===== src/rtl/xtea_accel.sv =====
// rtl/xtea_accel.sv - memory-mapped XTEA block-cipher accelerator, one round per clock
//
// Optional feature macro: XTEA_DECRYPT_EN (builds the decrypt datapath; CTRL bit1 selects it).
//
// Ports:
//   clk        clock
//   rst        asynchronous active-high reset
//   addr_i     byte address from the lock
//   wr_en_i    write strobe, qualified by select_i
//   select_i   accelerator selected
//   data_i     write data
//   data_o     combinational read data (0 when unselected or unmapped)
//   busy_o     computation in progress
//   done_o     one-cycle completion pulse
//
// Register map (offset from BASE_ADDR):
//   +0..+12 KEY0..KEY3, +16 DATA0 (v0), +20 DATA1 (v1),
//   +24 CTRL (wo: bit0 start, bit1 mode), +28 STATUS (ro: bit0 busy, bit1 done, bit2 err)
module xtea_accel #(
    parameter logic [31:0] BASE_ADDR = 32'd40,
    parameter int          ROUNDS    = 32,
    parameter logic [31:0] DELTA     = 32'h9E3779B9
) (
    input  logic        clk,
    input  logic        rst,
    input  logic [31:0] addr_i,
    input  logic        wr_en_i,
    input  logic        select_i,
    input  logic [31:0] data_i,
    output logic [31:0] data_o,
    output logic        busy_o,
    output logic        done_o
);

    typedef enum logic {S_IDLE, S_RUN} state_t;

    state_t      r_state;
    state_t      w_next;

    logic [31:0] r_key [4];
    logic [31:0] r_v0;
    logic [31:0] r_v1;
    logic [31:0] r_sum;
    logic [4:0]  r_cnt;
    logic        r_done;
    logic        r_err;
    logic        r_done_pulse;

    logic [31:0] w_off;
    logic        w_hit;
    logic [2:0]  w_idx;
    logic        w_wr;
    logic        w_busy;
    logic        w_last;
    logic        w_start;

    logic [31:0] w_e_v0;
    logic [31:0] w_e_sum;
    logic [31:0] w_e_v1;
    logic [31:0] w_n_v0;
    logic [31:0] w_n_v1;
    logic [31:0] w_n_sum;

    function automatic logic [31:0] mix(input logic [31:0] x);
        return ((x << 4) ^ (x >> 5)) + x;
    endfunction

    // Offset decode; unaligned or out-of-window addresses fall outside the map.
    assign w_off   = addr_i - BASE_ADDR;
    assign w_hit   = select_i && (w_off < 32'd32) && (w_off[1:0] == 2'b00);
    assign w_idx   = w_off[4:2];
    assign w_wr    = w_hit && wr_en_i;
    assign w_busy  = (r_state == S_RUN);
    assign w_last  = (r_cnt == 5'(ROUNDS - 1));
    assign w_start = w_wr && (w_idx == 3'd6) && data_i[0];

    // Encrypt round: the v1 half uses the v0 and sum values already updated this round.
    assign w_e_v0  = r_v0 + (mix(r_v1) ^ (r_sum + r_key[r_sum[1:0]]));
    assign w_e_sum = r_sum + DELTA;
    assign w_e_v1  = r_v1 + (mix(w_e_v0) ^ (w_e_sum + r_key[w_e_sum[12:11]]));

`ifdef XTEA_DECRYPT_EN
    localparam logic [31:0] DEC_SUM_INIT = 32'(DELTA * ROUNDS);

    logic        r_mode;
    logic [31:0] w_d_v1;
    logic [31:0] w_d_sum;
    logic [31:0] w_d_v0;

    // Decrypt round: exact inverse of the encrypt round, halves processed in reverse order.
    assign w_d_v1  = r_v1 - (mix(r_v0) ^ (r_sum + r_key[r_sum[12:11]]));
    assign w_d_sum = r_sum - DELTA;
    assign w_d_v0  = r_v0 - (mix(w_d_v1) ^ (w_d_sum + r_key[w_d_sum[1:0]]));

    assign w_n_v0  = r_mode ? w_d_v0  : w_e_v0;
    assign w_n_v1  = r_mode ? w_d_v1  : w_e_v1;
    assign w_n_sum = r_mode ? w_d_sum : w_e_sum;
`else
    assign w_n_v0  = w_e_v0;
    assign w_n_v1  = w_e_v1;
    assign w_n_sum = w_e_sum;
`endif

    always_ff @(posedge clk or posedge rst) begin
        if (rst) begin
            r_state <= S_IDLE;
        end else begin
            r_state <= w_next;
        end
    end

    always_comb begin
        w_next = r_state;
        case (r_state)
            S_IDLE:  if (w_start) w_next = S_RUN;
            S_RUN:   if (w_last)  w_next = S_IDLE;
            default: w_next = S_IDLE;
        endcase
    end

    always_ff @(posedge clk or posedge rst) begin
        if (rst) begin
            for (int i = 0; i < 4; i++) r_key[i] <= '0;
            r_v0         <= '0;
            r_v1         <= '0;
            r_sum        <= '0;
            r_cnt        <= '0;
            r_done       <= 1'b0;
            r_err        <= 1'b0;
            r_done_pulse <= 1'b0;
`ifdef XTEA_DECRYPT_EN
            r_mode       <= 1'b0;
`endif
        end else begin
            r_done_pulse <= 1'b0;
            if (w_busy) begin
                r_v0  <= w_n_v0;
                r_v1  <= w_n_v1;
                r_sum <= w_n_sum;
                r_cnt <= r_cnt + 5'd1;
                if (w_last) begin
                    r_done       <= 1'b1;
                    r_done_pulse <= 1'b1;
                end
                // Operand writes or a start while busy are dropped and flagged;
                // this also covers a start landing on the completion edge.
                if (w_wr && ((w_idx <= 3'd5) || (w_idx == 3'd6 && data_i[0]))) begin
                    r_err <= 1'b1;
                end
            end else begin
                if (w_wr) begin
                    case (w_idx)
                        3'd0, 3'd1, 3'd2, 3'd3: r_key[w_idx[1:0]] <= data_i;
                        3'd4:                   r_v0 <= data_i;
                        3'd5:                   r_v1 <= data_i;
                        default:                ;
                    endcase
                end
                if (w_start) begin
                    r_cnt  <= '0;
                    r_done <= 1'b0;
                    r_err  <= 1'b0;
`ifdef XTEA_DECRYPT_EN
                    r_mode <= data_i[1];
                    r_sum  <= data_i[1] ? DEC_SUM_INIT : 32'd0;
`else
                    r_sum  <= 32'd0;
`endif
                end
            end
        end
    end

    always_comb begin
        data_o = '0;
        if (w_hit) begin
            case (w_idx)
                3'd0, 3'd1, 3'd2, 3'd3: data_o = r_key[w_idx[1:0]];
                3'd4:    data_o = r_v0;
                3'd5:    data_o = r_v1;
                3'd7:    data_o = {29'd0, r_err, r_done, w_busy};
                default: data_o = '0;
            endcase
        end
    end

    assign busy_o = w_busy;
    assign done_o = r_done_pulse;

endmodule


===== config.mk =====
export PLATFORM = sky130hd
export DESIGN_NAME = xtea_accel
export DESIGN_NICKNAME = d
export VERILOG_FILES = /design/src/rtl/xtea_accel.sv
export SDC_FILE = /design/constraint.sdc
export NUM_CORES = 1
export LEC_CHECK = 0
export ABC_AREA = 1
export BUFFER_PORTS_ARGS = -buffer_cell sky130_fd_sc_hd__buf_2
export CORE_ASPECT_RATIO = 0.75
export CORE_MARGIN = 4
export CORE_UTILIZATION = 48
export DETAILED_ROUTE_END_ITERATION = 10
export PLACE_DENSITY_LB_ADDON = 0.3
export SYNTH_ARGS = -nofsm -noshare
export SYNTH_HDL_FRONTEND = slang
export SYNTH_SLANG_ARGS = --single-unit

===== constraint.sdc =====
create_clock -name clk -period 14.6 [get_ports clk]
set_clock_uncertainty 0.2 [all_clocks]
set_input_delay 0.73 -clock clk [delete_from_list [all_inputs] [get_ports clk]]
set_output_delay 0.73 -clock clk [all_outputs]
set_load 0.1 [all_outputs]

# Word-level counts from Yosys, hierarchy flattened
# Index checks and enable logic that the tools add are counted.
# totals
reg_bits	233
input_bits	68
out_inout_bits	34
word_cells	100
# op_classes
add_sub_neg	9
order_cmp	6
eq_ne	10
n_mux	34
n_bitwise	8
n_reduce_logical	21
# op_table
cell	n
$mux W32	16
$add A32 B32 Y32	6
$bmux W32 S2	3
$bwmux W128	1
$pmux W32 S4	1
$demux W32 S2	1
$xor A32 B27 Y32	2
$xor A32 B32 Y32	2
$add A32 B32 Y32 const B	1
$lt A32 B6 Y1 const B	1
$sub A32 B6 Y32 const B	1
$eq A3 B3 Y1 const B	4
$mux W5	2
$ge A3 B3 Y1 const B	3
$mux W1	9
$not A2 Y3	3
$logic_and A1 B1 Y1	8
$reduce_and A2 Y1	4
$reduce_bool A2 Y1	4
$eq A3 B2 Y1 const B	2
$add A5 B1 Y5 const B	1
$eq A5 B5 Y1 const B	1
$ne A2 B1 Y1 const B	2
$reduce_or A4 Y1	1
9 further kinds	9

# Logic depth before layout (Yosys ltp)
# depth
depth_word	12
depth_mapped	53
mapped_depth_nobuf	50

# Worst setup path after synthesis
# No wires, ideal clock.
# synth_timing
path_type	register -> register
from	reg r_sum[0]
to	reg r_v1[24]
setup_time_ps	128
arrival_time_ps	7938
required_time_ps	14272
setup_slack_ps	6334
path_stages_with_launch	47
n_path_buf	3
period_less_slack_ps	8266
cell_sequence	dfrtp_1 clkbuf_1 inv_1 clkbuf_1 clkbuf_1 a21oi_1 a21oi_1 ha_1 inv_1 fa_1 o21ai_0 a21oi_1 o21ai_0 a21oi_1 o21ai_0 xor2_1 xor2_1 ha_1 [11 not listed] xor2_1 xor2_1 ha_1 nand2_1 inv_1 nand2_1 nor3_1 nand4_1 nand3_1 nand2_1 nand2_1 nand3_1 nand2_1 inv_1 o21ai_0 a21oi_1 o21ai_0 nand3_1
# synth_via
elab_chain_len	12
elab_cells_between_ends	18
classes_between	add/sub (6); mux (7); bitwise (5)
# synth_rtl
element	line	rtl
from (decl)	43	logic [31:0] r_sum;
from (signal assigned)	139	r_sum <= w_n_sum;
$not A2 Y3 (not written as such)	78	assign w_e_v0 = r_v0 + (mix(r_v1) ^ (r_sum + r_key[r_sum[1:0]]));
$bmux W32 S2	78	
$mux W32 (not written as such) (2 in a row)	78	
$add A32 B32 Y32	78	
$xor A32 B32 Y32	78	
$add A32 B32 Y32	78	
$xor A32 B27 Y32	65	return ((x << 4) ^ (x >> 5)) + x;
$add A32 B32 Y32	65	
$xor A32 B32 Y32 *	80	assign w_e_v1 = r_v1 + (mix(w_e_v0) ^ (w_e_sum + r_key[w_e_sum[12:11]]));
$add A32 B32 Y32 *	80	
$mux W32 *	136	if (w_busy) begin
to (signal assigned)	138	r_v1 <= w_n_v1;
to (signal assigned)	155	3'd5: r_v1 <= data_i;
to (decl)	42	logic [31:0] r_v1;
# Mark *: on every way between the ends. The rest lies on a longest branch, timed or not. The select of a mux whose other input is x is not followed.
# A chain may end at the register's enable or synchronous reset.

# Worst setup path in the final report
# layout_timing
from	reg r_sum[0]
to	reg r_v1[26]
# Same word-level chain as after synthesis.

==> impl_metrics.yaml <==
yosys:
  synth_edf_count: 0
  synth_area_um2: 24500
  ys_seq_area_share_pct: 23.8
  async_flop_share_pct: 100
  synthFlopType: "dfrtp_1"
  netlist.area_leader.share_pct: 23.8
  yosys-top-cells-area: "dfrtp_1 (24%), nand2_1 (14%), ha_1 (10%)"
  synth_fp_nets: 3919
  ys_types: 61
  synth.avg_cell_area_um2: 6.73
  ys_ff_latch: 233
  yosysWarningCount: 0
  synth_cells: 3646
  yosysTopAreaCell: "dfrtp_1"
cts:
  cts_buffers: 27
  clockBufferDepth: 3
  worstSkewPairLatency_ns: 0.60
  cts.sinks: 233
  cts_tree: "done"
  hold_buffers: 0
  clk_pin_slew_ns: 0.06
  cts_setup_buffers: 0
  cts_resized: 0
  clockRootBuffer: "clkbuf_16"
  ctsHtreeMaxLevel: 1
timing:
  rsz0062_at_grt: "no"
  slew_headroom_pct: 30.8
  finalCritPeriodShare_pct: 83.5
  period_needed_ns: 12.19
  tightest_slew_ns: 1.02
  setup_viol: 0
  maxSlewViolCount: 0
  finalSetupTns_ns: 0
  clock.fmax_ghz: 0.0821
  hold_viol: 0
floorplanning:
  die-area_um2: 54800
  dieHeight_um: 204
  dieWidth_um: 269
  ios: 102
  rows: 71
  start_util_pct: 48.7
  coreArea_um2: 50400
final_layout:
  layout-drive-gt1-share_pct: 6.59
  area_growth_pct: 7.36
  fin_nets: 3944
  diodes: 0
global_route:
  antenna_found_initial: 0
  track_usage_pct: 33.7
  overflow: 0
  grt_pass1_vias: 23413
  grt_pass1_wl_mm: 143
  grt_max_degree: 94
routing:
  wl_per_cell_um: 21.8
  drtPass1Iterations: 6
  num_vias: 26031
  drt_wl_total_mm: 94.8
  antenna_left: 0
  first_iter_violations: 3323
  vias_per_cell: 5.99
  drc: 0
setup_path:
  timing.critical_path.mode_cell: "o21ai_0"
  critPathBufInv: 6
  worstSetupPathType: "reg2reg"
  cp_max_fo: 91
  crit_family: "compound AO/OA/AOI/OAI gates"
  start_kind: "flop"
  cp-end-kind: "flop"
  cp_slowest_cell: "o21ai_0"
  cp.required_ns: 14.85
  arrival_ns: 12.44
  cpPeakStageDelay_ns: 0.72
placed_design:
  io_buffers: 101
  gp_congestion: 1.03
  hpwlAfterDp_mm: 74.3
run_status:
  status: "finished clean"
run:
  cap_violations: 0
hold_path:
  hp-class: "in2async"
==> layout by cell type, fill, tap and decap left out, drive strengths merged, types with 3 or more instances in the layout <==
master	n
fa	6
clkinv	7
nor2	248
nor3	30
o21a	4
o21bai	22
o21ai	432
and2	5
nand4	34
and3	3
inv	315
buf	122
a41oi	4
dfrtp	233
nand3	223
or2	39
ha	199
xnor2	80
o22ai	3
nor4	14
a21o	20
a31oi	48
nor3b	5
o221ai	4
a21oi	273
a21boi	13
a22oi	57
nand3b	9
nand2	936
clkbuf	34
clkinvlp	3
xor2	202
bufinv	3
o211ai	40
==> cell type report <==
type	count	area, um2
clock buffers	34	732
clock inverters	11	141
fillers	5135	24000
inverters	317	1200
multi-input cells	2970	16900
flip-flops and latches	233	5830
well taps	657	822
repair buffers	122	663
==> registers in the layout, summed over array words and instances, names as in the netlist <==
signal and cells:
r_done 1, r_v1 32, done_o 1, r_cnt 5, r_err 1, busy_o 1, r_key 128, r_sum 32
r_v0 32
==> worst paths after layout <==
check	start	to	slack [ns]	depth (start not counted)
worst max-delay path	r_sum[0]	r_v1[26]	2.41	44
max in group asynchronous	rst	busy_o	12.50	3
worst max register to register	r_sum[0]	r_v1[26]	2.41	44
worst min-delay path	rst	r_key[53]	0.07	2
worst min register to register	r_key[127]	r_key[127]	0.29	2
min in group clk	data_i[29]	r_v0[29]	0.21	3
==> routing by layer <==
| metal | GRT usage [%] | part of all wire [%] | vias up |
|---|---|---|---|
| met5 | 0 | 0 | - |
| met4 | 16.2 | 6.0 | 0 |
| met3 | 6.68 | 9.9 | 221 |
| met2 | 47.7 | 40 | 1309 |
| met1 | 49.0 | 44 | 12126 |
| li1 | - | - | 12375 |
==> cells in the mapped netlist, types with 3 or more instances <==
cell	instances
nand3_4	4
buf_1	11
nand4_1	32
nor2_4	4
xnor2_1	80
inv_1	305
or2_2	35
o211ai_1	40
a41oi_1	4
ha_1	199
inv_2	11
buf_6	9
a21o_1	20
clkbuf_1	78
o21a_1	4
a21boi_0	11
a21oi_1	273
buf_4	3
fa_1	6
o21ai_1	131
dfrtp_1	233
o221ai_1	4
xor2_1	202
nand3_1	216
nor3b_1	5
or2_1	4
buf_2	25
nand3_2	3
nor3_1	30
o21ai_0	299
and3_1	3
o22ai_1	3
nor2_1	238
nand3b_1	9
nor4_1	13
a22oi_1	57
a31oi_1	48
and2_1	5
nor2_2	5
o21bai_1	22
nand2_1	935
==> metrics by stage <==
step                util, %  instance area, um2  hold slack (ns)  setup slack (ns)  cells
floorplan                 -               24500            0.242              6.33   3646
global placement       50.5               25500            0.274              2.96   4299
detailed placement     50.5               25500            0.279              3.00   4299
CTS                    52.3               26300           0.0834              3.00   4344
global route           52.3               26300            0.122              1.86   4344
finish                 52.3               26300           0.0693              2.41   4344
==> cells by family after synthesis <==
| logic type | share of synthesized area (%) |
|---|---|
| AND/OR/NAND/NOR | 26.8 |
| multiplexers | 0.0408 |
| adder cells (fa/ha/maj) | 10.6 |
| XOR/XNOR | 10.2 |
| flip-flops | 23.8 |
| AO/OA/AOI/OAI | 21.3 |
| buffers and inverters | 7.23 |
Power is left out: the tool's default activity adds up to more than one toggle a clock period on the data nets, which glitch-free logic cannot reach.
